**src/rtl/muldiv_unit.sv**
```systemverilog
// Iterative RV32M multiply/divide unit: shift-add multiply and restoring divide, XLEN+1 cycle latency.
// Ports: clk, rst, start/in_ready (issue), funct3, op_a, op_b, kill, out_valid/out_ready, result, busy.
// Optional macro MULDIV_EARLY_OUT_EN: 1-cycle completion for div-by-zero, signed overflow, multiply by 0.
module muldiv_unit #(
  parameter int XLEN = 32
) (
  input  logic            clk,
  input  logic            rst,
  input  logic            start,
  output logic            in_ready,
  input  logic [2:0]      funct3,
  input  logic [XLEN-1:0] op_a,
  input  logic [XLEN-1:0] op_b,
  input  logic            kill,
  output logic            out_valid,
  input  logic            out_ready,
  output logic [XLEN-1:0] result,
  output logic            busy
);
  localparam int CW = $clog2(XLEN + 1);
  localparam logic [CW-1:0] CNT0 = CW'(XLEN);
  localparam logic [CW-1:0] CNT1 = CW'(1);

  typedef enum logic [1:0] {IDLE, CALC, FIX, DONE} state_t;

  state_t          r_state;
  logic [2:0]      r_f3;
  logic [XLEN-1:0] r_hi;
  logic [XLEN-1:0] r_lo;
  logic [XLEN-1:0] r_m;
  logic [XLEN-1:0] r_result;
  logic [CW-1:0]   r_cnt;
  logic            r_negp;
  logic            r_negr;
  logic            r_dz;
  logic            r_valid;

  logic            w_sa;
  logic            w_sb;
  logic            w_na;
  logic            w_nb;
  logic [XLEN-1:0] w_ma;
  logic [XLEN-1:0] w_mb;
  logic [XLEN:0]   w_sum;
  logic [XLEN:0]   w_sh;
  logic            w_ge;
  logic [XLEN-1:0] w_sub;
  logic [2*XLEN-1:0] w_sprod;
  logic [XLEN-1:0] w_q;
  logic [XLEN-1:0] w_r;
  logic [XLEN-1:0] w_sel;

  assign in_ready  = (r_state == IDLE);
  assign busy      = (r_state != IDLE);
  assign out_valid = r_valid;
  assign result    = r_result;

  // Operand signedness: MULHU/DIVU/REMU unsigned, MULHSU signs only op_a.
  assign w_sa = (funct3[1:0] != 2'b11) && (funct3 != 3'b101);
  assign w_sb = w_sa && (funct3 != 3'b010);
  assign w_na = w_sa && op_a[XLEN-1];
  assign w_nb = w_sb && op_b[XLEN-1];
  assign w_ma = w_na ? -op_a : op_a;
  assign w_mb = w_nb ? -op_b : op_b;

  // Multiply: r_hi:r_lo is the accumulator, r_lo starts as the multiplier.
  assign w_sum = {1'b0, r_hi} + (r_lo[0] ? {1'b0, r_m} : '0);

  // Divide: r_hi is the partial remainder, r_lo shifts dividend out and quotient in.
  assign w_sh  = {r_hi, r_lo[XLEN-1]};
  assign w_ge  = (w_sh >= {1'b0, r_m});
  assign w_sub = w_sh[XLEN-1:0] - r_m;

  assign w_sprod = r_negp ? -{r_hi, r_lo} : {r_hi, r_lo};
  // A zero divisor naturally yields all-ones magnitude; the sign must not touch it.
  assign w_q = r_dz ? '1 : (r_negp ? -r_lo : r_lo);
  assign w_r = r_negr ? -r_hi : r_hi;

  always_comb begin
    w_sel = w_r;
    unique case (r_f3)
      3'b000:                 w_sel = w_sprod[XLEN-1:0];
      3'b001, 3'b010, 3'b011: w_sel = w_sprod[2*XLEN-1:XLEN];
      3'b100, 3'b101:         w_sel = w_q;
      default:                w_sel = w_r;
    endcase
  end

`ifdef MULDIV_EARLY_OUT_EN
  localparam logic [XLEN-1:0] MIN = {1'b1, {(XLEN-1){1'b0}}};
  logic            w_mz;
  logic            w_dz;
  logic            w_ovf;
  logic            w_early;
  logic [XLEN-1:0] w_spec;

  always_comb begin
    w_mz    = !funct3[2] && ((op_a == '0) || (op_b == '0));
    w_dz    = funct3[2] && (op_b == '0);
    w_ovf   = funct3[2] && !funct3[0] && (op_a == MIN) && (op_b == '1);
    w_early = w_mz || w_dz || w_ovf;
    w_spec  = '0;
    if (w_dz)
      w_spec = funct3[1] ? op_a : '1;
    else if (w_ovf)
      w_spec = funct3[1] ? '0 : MIN;
  end
`endif

  always_ff @(posedge clk or posedge rst) begin
    if (rst) begin
      r_state  <= IDLE;
      r_f3     <= '0;
      r_hi     <= '0;
      r_lo     <= '0;
      r_m      <= '0;
      r_result <= '0;
      r_cnt    <= '0;
      r_negp   <= 1'b0;
      r_negr   <= 1'b0;
      r_dz     <= 1'b0;
      r_valid  <= 1'b0;
    end else if (kill) begin
      if (r_state != IDLE) begin
        r_state <= IDLE;
        r_valid <= 1'b0;
      end
    end else begin
      unique case (r_state)
        IDLE: begin
          if (start) begin
            r_f3   <= funct3;
            r_negp <= w_na ^ w_nb;
            r_negr <= w_na;
            r_dz   <= funct3[2] && (op_b == '0);
            r_cnt  <= CNT0;
            r_hi   <= '0;
            r_lo   <= funct3[2] ? w_ma : w_mb;
            r_m    <= funct3[2] ? w_mb : w_ma;
`ifdef MULDIV_EARLY_OUT_EN
            if (w_early) begin
              r_result <= w_spec;
              r_valid  <= 1'b1;
              r_state  <= DONE;
            end else begin
              r_state <= CALC;
            end
`else
            r_state <= CALC;
`endif
          end
        end
        CALC: begin
          if (r_f3[2]) begin
            r_hi <= w_ge ? w_sub : w_sh[XLEN-1:0];
            r_lo <= {r_lo[XLEN-2:0], w_ge};
          end else begin
            r_hi <= w_sum[XLEN:1];
            r_lo <= {w_sum[0], r_lo[XLEN-1:1]};
          end
          r_cnt <= r_cnt - 1'b1;
          if (r_cnt == CNT1)
            r_state <= FIX;
        end
        FIX: begin
          r_result <= w_sel;
          r_valid  <= 1'b1;
          r_state  <= DONE;
        end
        DONE: begin
          if (out_ready) begin
            r_valid <= 1'b0;
            r_state <= IDLE;
          end
        end
      endcase
    end
  end
endmodule
```
**config.mk**
```make
export PLATFORM = sky130hd
export DESIGN_NAME = muldiv_unit
export DESIGN_NICKNAME = d
export VERILOG_FILES = /design/src/rtl/muldiv_unit.sv
export SDC_FILE = /design/constraint.sdc
export NUM_CORES = 1
export LEC_CHECK = 0
export ABC_CLOCK_PERIOD_IN_PS = 13980
export CORE_ASPECT_RATIO = 0.75
export CORE_MARGIN = 2
export CORE_UTILIZATION = 55
export DETAILED_ROUTE_END_ITERATION = 10
export PLACE_DENSITY = 0.79
export SYNTH_ARGS = -nofsm -noshare
export SYNTH_HDL_FRONTEND = slang
export SYNTH_SLANG_ARGS = --single-unit
```
**constraint.sdc**
```tcl
create_clock -name clk -period 13.98 [get_ports clk]
set_input_delay 2.796 -clock clk [delete_from_list [all_inputs] [get_ports clk]]
set_output_delay 2.796 -clock clk [all_outputs]
set_load 0.01 [all_outputs]
```
==> results.cfg <==
[routing]
drt_iter0_drc = 1982
via_per_inst = 6.59
first_pass_iters = 6
vias = 15300
drc = 0
routedWlPerCell_microns = 22.9
ant_nets = 0
routed_wl_microns = 53000

[timing]
fmax_mhz = 176
finalMaxSlewViolations = 0
skew_ns = 0.0148
worst_pin_slew_ns = 1.21
layout_setup_ws_ns = 8.30
slew_headroom = 0.195
fin_crit_ns = 5.68
hold_viol_final = 0
finalCritPeriodShare = 0.406
fin_tns_setup_ns = 0
grt_setup_unrepaired = no
setup-violations-final = 0

[min_path]
min_path_type = flip-flop to flip-flop

[finish]
fin_cells = 2317
num_antenna_cells = 0
seq_area_sq_um = 3580
final.fill_count = 2388
drive_above_1_share = 0.0575
fin_nets = 2101
multi_input_area_sq_um = 10300
area_growth_pct = 9.94

[synthesis]
syn_area_per_cell_sq_um = 7.60
postSynth.asyncResetShare = 1.00
yosysUniqueCellTypes = 90
syn_inst = 1955
syn_nets = 2103
synth_edf_count = 0
synth_seq_cells = 143
synth-warning-count = 0
yosysSeqAreaShare = 0.241
syn_area_sq_um = 14900
synth-main-ff-cell = dfrtp_1

[setup_path]
arrival_ns = 5.96
startpoint_type = input port
endpoint_kind = flip-flop
criticalPathCategory = input port to flip-flop
cp_data_required_time_ns = 14.26
worst-path-max-fanout = 5

[clocking]
cts_buffer_depth = 2
cts-root-buf = clkbuf_16
cts_tree = yes
hold_buffers = 0
path_clk_slew_ns = 0.07
cts_inserted_buffers = 17
numClockSinks = 143
post_cts_resized = 0
postCtsSetupBuffers = 0
htree_levels = 4
worst_skew_pair.late_latency_ns = 0.45

[placement]
gp_congestion = 1.01
place_inst = 2285
post-place-ws_ns = 7.95
hpwl_microns = 40000
io_buffers = 106

[power_and_ir_drop]
peakVddDrop_mv = 0.170
leakagePower_nw = 6.88
power_density_nw_per_um2 = 246

[floorplan]
row_count = 52
die_area_sq_um = 28400
initial_utilization = 0.556
core_area_sq_um = 26700
die_y_microns = 146
pin_count = 107
die_w_microns = 194

[grt]
overflow = 0
grt_usage = 0.367
antenna_found_initial = 1
grt_pass1_wl_microns = 81300
grt_pass1_vias = 13900
grt_max_degree = 91

[job]
maxCapViolCount = 0

[run_status]
status = complete, no violations
[state kept, by name, summed over array words and instances (netlist names)]
register and flops:
r_dz 1, out_valid 1, r_m 32, r_negp 1, r_state 2, result 32, r_f3 3, r_lo 32
r_hi 32, r_cnt 6, r_negr 1
[synthesized netlist by cell type, drive strengths merged (13+ instances only)]
library cell,n,area [sq um]
nor2,207,780
o21ai,203,1020
nand2,193,724
a21oi,182,911
dfrtp,143,3580
clkbuf,100,397
xnor2,100,876
xor2,97,850
inv,78,293
ha,74,926
a21o,38,287
mux2i,37,370
nor3,37,190
buf,35,274
nand3,34,170
o31ai,33,248
a211oi,30,225
mux2,29,327
a31oi,20,125
or3,19,121
nor4,18,158
o41ai,18,180
or4,17,139
a221oi,14,129
and3,14,87.6
o221ai,14,123
or2,14,87.6
and2,13,81.3
[layout make-up]
| type | instances | share of cell area |
|---|---|---|
| Clock buffer | 19 | 0.0277 |
| Clock inverter | 13 | 0.00835 |
| Inverter | 78 | 0.0182 |
| Multi-Input combinational cell | 1594 | 0.629 |
| Sequential cell | 143 | 0.219 |
| Tap cell | 351 | 0.0269 |
| Timing Repair Buffer | 119 | 0.0706 |
[layer usage]
metal  track usage  share of wire
met5             0              0
met4         0.104          0.026
met3         0.108           0.13
met2         0.522           0.41
met1         0.537           0.44
[final timing paths]
path,start,endpoint,slack (ns),cells past startpoint
max,op_a[8],r_m[28],8.30,10
max reg2reg,r_hi[13],r_hi[26],9.04,11
max in group asynchronous,rst,r_hi[18],9.70,3
min,result[0],result[0],0.47,2
min reg2reg,result[0],result[0],0.47,2
min in group asynchronous,rst,r_hi[11],2.86,2
[power breakdown]
group | switching, W | leakage [nW] | total [W] | internal (W)
registers | 0.000366 | 1.79 | 0.000957 | 0.000591
clock network | 0.000201 | 0.282 | 0.000473 | 0.000272
logic | 0.00156 | 4.80 | 0.00259 | 0.00104
total | 0.00212 | 6.88 | 0.00402 | 0.00190
[kinds of logic after synthesis]
group                    synth area share
AO/OA/AOI/OAI                       0.270
AND/OR/NAND/NOR                     0.193
buffers and inverters              0.0682
XOR/XNOR                            0.116
flip-flops                          0.241
adder cells (fa/ha/maj)            0.0650
multiplexers                       0.0469
[cell usage in the layout (no fill, tap or decap), types with 14 or more instances in the layout]
master           synthesis  final
o41ai_1                 15     15
inv_1                   78     77
o221ai_1                14     14
o21ai_0                195    195
a21oi_1                182    182
clkdlybuf4s50_1          0    105
a211oi_1                30     30
ha_1                    74     74
mux2_2                  29     29
or3_1                   17     17
nand3_1                 34     34
xnor2_1                100    100
xor2_1                  97     97
nor4_1                  15     15
dfrtp_1                143    141
nor3_1                  36     36
mux2i_1                 37     37
clkbuf_16                0     17
nor2_1                 206    204
or4_1                   14     14
a31oi_1                 20     20
and3_1                  14     14
o31ai_1                 33     33
a21o_1                  37     37
nand2_1                193    193
[worst max-delay path, stage by stage]
cell,delay (ns)
clkdlybuf4s50_1,0.47
or4_1,0.58
or3_1,0.40
nor3_1,0.58
a21oi_1,0.20
nor2_1,0.32
nand2_1,0.11
xor2_1,0.17
mux2i_1,0.20
o21ai_0,0.13
[stage by stage]
stage / util / hold slack (ns) / instance area, sq um / power (W)
6_report: 0.611 / 0.472 / 16300 / 0.00402
5_1_grt: 0.611 / 0.507 / 16300 / 0.00429
4_1_cts: 0.611 / 0.478 / 16300 / 0.00395
3_5_place_dp: 0.589 / 0.463 / 15700 / 0.00346
3_3_place_gp: 0.589 / 0.452 / 15700 / 0.00342
2_1_floorplan: - / 0.450 / 14900 / 0.00273
(Power assumes the default switching activity.)
==> RTL change 1 (same flow settings) <==
The parameter `XLEN` goes from 32 to 16.
--- a/src/rtl/muldiv_unit.sv
+++ b/src/rtl/muldiv_unit.sv
@@ -2,7 +2,7 @@
 // Ports: clk, rst, start/in_ready (issue), funct3, op_a, op_b, kill, out_valid/out_ready, result, busy.
 // Optional macro MULDIV_EARLY_OUT_EN: 1-cycle completion for div-by-zero, signed overflow, multiply by 0.
 module muldiv_unit #(
-  parameter int XLEN = 32
+  parameter int XLEN = 16
 ) (
   input  logic            clk,
   input  logic            rst,
Interface: changed (resized op_a, op_b and result); port bits go from 107 to 59. The function was not compared with the original's and may differ.
==> RTL change 1 against the unedited design <==
  * Design area fell by 50%
  * Die area fell by 50%
  * Routed wire length fell by 63%
  * Total power fell by 50%
  * Worst setup slack improved by 0.26 ns
  * Synthesized area fell by 51%
  * Final cell count fell by 51%
  * Sequential cell count fell by 65
  * Register-to-register slack improved by 1.2 ns
  * Critical path depth rose by 1
  * Highest routed layer unchanged
==> RTL change 1: results (changes against the unedited design) <==
qor: yosys.synth.top_cells.by_count 112 x nor2_1, 93 x nand2_1, 90 x o21ai_0
qor: placement.placed_cells_incl_taps 1122 [-51%]
qor: global_route.grt.total_usage 27.5% [-9.2 points]
qor: placement.place_area 0.00791 mm^2 [-50%]
qor: clock_network.insertion_delay 0.34 ns [-0.11 ns]
qor: placement.gp_routability_congestion 0.953 [-6.1%]
qor: pwr.ir_worst_vdd 135 uV [-21%]
qor: timing.measured_slew_at_the_worst_slew_check_pin 1.07 ns [-0.138 ns]
qor: drt.detailedRoute.firstIterationViolations 701 [-65%]
qor: placement.place.port_buffers 58 [-45%]
qor: drt.num_vias 7029 [-54%]
qor: clock_network.cts.htree.levels 3 [-1]
qor: yosys.yosysSeqAreaShare 26.7% [+2.6 points]
qor: yosys.synth_cells 943 [-52%]
qor: global_route.antenna_found_initial 0 [-1]
qor: clock_network.worst_setup_hold_path_clk_slew 0.06 ns
qor: global_route.via_count_of_the_first_global_routing_pass 5854 [-58%]
qor: critical_path.critical_path_arrival 5.67 ns [-0.29 ns]
qor: timing.clock_skew 0.0121 ns [-0.00273 ns]
qor: final_layout.share_of_cells_above_drive_strength_1 6.00% [+0.26 points]
qor: yosys.synth.lib_cells_used.distinct 66 [-27%]
qor: outcome.outcome completed
qor: drt.wl_per_cell 17.2 um [-25%]
qor: global_route.grt_max_degree 79 [-13%]
qor: clock_network.tritoncts.num_buffers 9 [-8]
qor: yosys.synth.top_cells.by_area dfrtp_1 27%, ha_1 7.2%, o21ai_0 6.2%
qor: final_layout.finish.net_count 1046 [-50%]
qor: global_route.global_route_wire_length_before_repair 30700 um [-62%]
RTL change 1: cell count changes after synthesis, sizes merged, moves of 55 or more:
cell and change:
nor2 -95, nand2 -100, dfrtp -65, clkbuf -55, o21ai -113, a21oi -100
RTL change 1: worst max-delay path, stage by stage:
cell and delay, ns:
clkdlybuf4s50_1 0.48, inv_1 0.09, ha_1 0.15, or3b_2 0.49, nor4_1 0.67, a21oi_1 0.16, xor2_1 0.23, nor2_1 0.08
a211oi_1 0.28, a21oi_1 0.06, o21ai_0 0.18
RTL change 1: final cells by class:
cell class	instances	area [um^2]
clock buffers	9	225
inverters	46	174
well taps	171	214
fillers	1183	4770
flip-flops and latches	78	1950
multi-input cells	762	4950
clock inverters	6	63.8
repair buffers	65	628
RTL change 1: power breakdown:
group	internal [W]	switching, W	total (W)
clock network	0.000137	0.0000918	0.000229
logic	0.000557	0.000722	0.00128
registers	0.000327	0.000176	0.000503
RTL change 1: cell families (layout without fill, tap and decap cells):
logic type	Yosys count	after routing	share of synthesized area [%]
AND/OR/NAND/NOR	301	301	18.9
buffers and inverters	103	126	5.59
adder cells (fa/ha/maj)	44	44	7.74
AO/OA/AOI/OAI	288	288	24.6
multiplexers	36	36	5.31
XOR/XNOR	93	93	11.2
flip-flops	78	78	26.7
RTL change 1: stage by stage:
stage | total power, W | hold WS (ns)
2_1_floorplan | 0.00141 | 0.450
3_3_place_gp | 0.00173 | 0.466
3_5_place_dp | 0.00175 | 0.474
4_1_cts | 0.00199 | 0.486
5_1_grt | 0.00217 | 0.511
6_report | 0.00201 | 0.484
RTL change 1: path summary, 6_finish.rpt:
kind / startpoint / end / slack [ns] / cells after the start
min in group asynchronous: rst / r_state[1] / 3.09 / 3
min reg2reg: r_m[4] / r_m[4] / 0.48 / 2
min: r_m[4] / r_m[4] / 0.48 / 2
max in group asynchronous: rst / r_m[4] / 10.25 / 3
max reg2reg: r_hi[3] / r_hi[8] / 10.27 / 9
max: op_b[0] / r_lo[12] / 8.56 / 11
RTL change 1: per-layer routing:
metal | GRT usage [%] | vias up | share of wire [%]
li1 | - | 3389 | -
met1 | 42.9 | 3265 | 47
met2 | 38.9 | 358 | 42
met3 | 6.22 | 17 | 10
met4 | 4.57 | 0 | 1.0
met5 | 0 | - | 0
==> RTL change 2 (same flow settings) <==
Made on the original files. Encoding of `state_t`: now one-hot (4 bits for 4 states).
--- a/src/rtl/muldiv_unit.sv
+++ b/src/rtl/muldiv_unit.sv
@@ -21,7 +21,7 @@
   localparam logic [CW-1:0] CNT0 = CW'(XLEN);
   localparam logic [CW-1:0] CNT1 = CW'(1);
 
-  typedef enum logic [1:0] {IDLE, CALC, FIX, DONE} state_t;
+  typedef enum logic [3:0] {IDLE = 4'b0001, CALC = 4'b0010, FIX = 4'b0100, DONE = 4'b1000} state_t;
 
   state_t          r_state;
   logic [2:0]      r_f3;
Check against the original RTL: no difference found for any inputs over 10 cycles, from zero or initial values and one cycle with rst high; not proved beyond that.
==> RTL change 2 against the unedited design <==
  * Critical path depth unchanged
  * Design area down 2.6%
  * Non-clock buffer count up 3
  * Synthesized cell count down 4.1%
  * Total power about the same
  * Sequential cell count up 2
  * Synthesized area down 4.1%
  * Routed wire length down 6.8%
  * Critical endpoint unchanged
  * Worst setup slack worse by 0.34 ns
==> RTL change 2: results (changes against the unedited design) <==
qor: global_route.groute.layer.met2.usage 52.7% [+0.51 points]
qor: critical_path.crit_path_max_incr_delay 0.84 ns [+0.26 ns]
qor: critical_path.crit_fanout 6 [+1]
qor: critical_path.critical_path_arrival 6.33 ns [+0.37 ns]
qor: yosys.synth_fp_nets 2019 [-4.0%]
qor: critical_path.crit_slowest_cell nor4_1
qor: drt.finalWirelength 49500 um [-6.8%]
qor: drt.detailroute.wirelength.met2 20700 um [-4.1%]
qor: timing.clock_skew 0.00999 ns [-0.00480 ns]
qor: critical_path.critical_path.reg2reg.startpoint r_lo[0]
qor: pwr.static-leakage-power 6.66 nW [-3.2%]
qor: yosys.yosys.area_share.xor_xnor 12.2% [+0.55 points]
qor: placement.place_area 0.0154 mm^2 [-2.5%]
qor: placement.gp_routability_congestion 0.978 [-3.7%]
qor: global_route.met3_capacity_usage_during_global_routing 9.40% [-1.4 points]
qor: yosys.yosysSeqAreaShare 25.5% [+1.4 points]
qor: drt.vias_per_cell 6.63 [+0.67%]
qor: critical_path.cp-startpoint op_b[2]
qor: drt.detailedRoute.firstIterationViolations 2060 [+3.9%]
qor: outcome.outcome completed
qor: pwr.ir_worst_vdd 160 uV [-5.6%]
qor: yosys.synth.lib_cells_used.distinct 82 [-8.9%]
qor: timing.measured_slew_at_the_worst_slew_check_pin 1.22 ns [+0.00977 ns]
qor: global_route.antenna_found_initial 0 [-1]
qor: global_route.grt_max_degree 76 [-16%]
qor: global_route.global_route_wire_length_before_repair 76100 um [-6.4%]
qor: yosys.synth.top_cells.by_count 209 x nand2_1, 185 x nor2_1, 172 x o21ai_0
qor: yosys.synth.top_cells.by_area dfrtp_1 25%, xnor2_1 6.7%, ha_1 6.1%
qor: yosys.muxShareOfSynthArea 4.12% [-0.57 points]
qor: final_layout.share_of_cells_above_drive_strength_1 4.53% [-1.2 points]
qor: drt.met3_length 6280 um [-7.7%]
[RTL change 2: changes by cell type after synthesis, moves of 17 or more]
cell,before,now
a21oi_1,182,165
o21ai_0,195,172
o221ai_1,14,42
mux2_2,29,5
nor2_1,206,185
clkbuf_1,96,113
[RTL change 2: worst reg2reg max path: cells and delay by family (launching register included)]
| family | cells | cell delay, ns |
|---|---|---|
| AOI/OAI and AO/OA | 8 | 2.91 |
| buffers and inverters | 2 | 0.47 |
| and+or+nand+nor | 1 | 0.10 |
| DFF | 1 | 0.50 |
| adders and majority gates | 1 | 0.35 |
| xor gates and xnor gates | 1 | 0.17 |
[RTL change 2: worst paths after layout]
kind / to / slack [ns] / cells after the start
max: r_m[28] / 7.96 / 10
min: r_m[7] / 0.49 / 2
max reg2reg: r_hi[24] / 9.40 / 13
min reg2reg: r_m[7] / 0.49 / 2
max in group asynchronous: r_negp / 9.66 / 3
min in group asynchronous: r_hi[7] / 2.85 / 2
[RTL change 2: area by class of cell]
type / count / area [um^2]
repair buffers: 122 / 1180
multi-input cells: 1524 / 9840
clock inverters: 14 / 121
well taps: 338 / 423
flip-flops and latches: 145 / 3630
fillers: 2255 / 9310
clock buffers: 18 / 429
inverters: 75 / 287
[RTL change 2: report_power, final]
part | switching [W] | internal (W) | total [W]
registers | 0.000370 | 0.000610 | 0.000980
logic | 0.00155 | 0.00106 | 0.00260
clock network | 0.000213 | 0.000232 | 0.000446
[RTL change 2: through the flow]
stage | instances | hold WS [ns]
floorplan | 1875 | 0.450
global placement | 2204 | 0.468
detailed placement | 2204 | 0.472
CTS | 2236 | 0.486
global route | 2236 | 0.516
finish | 2236 | 0.492
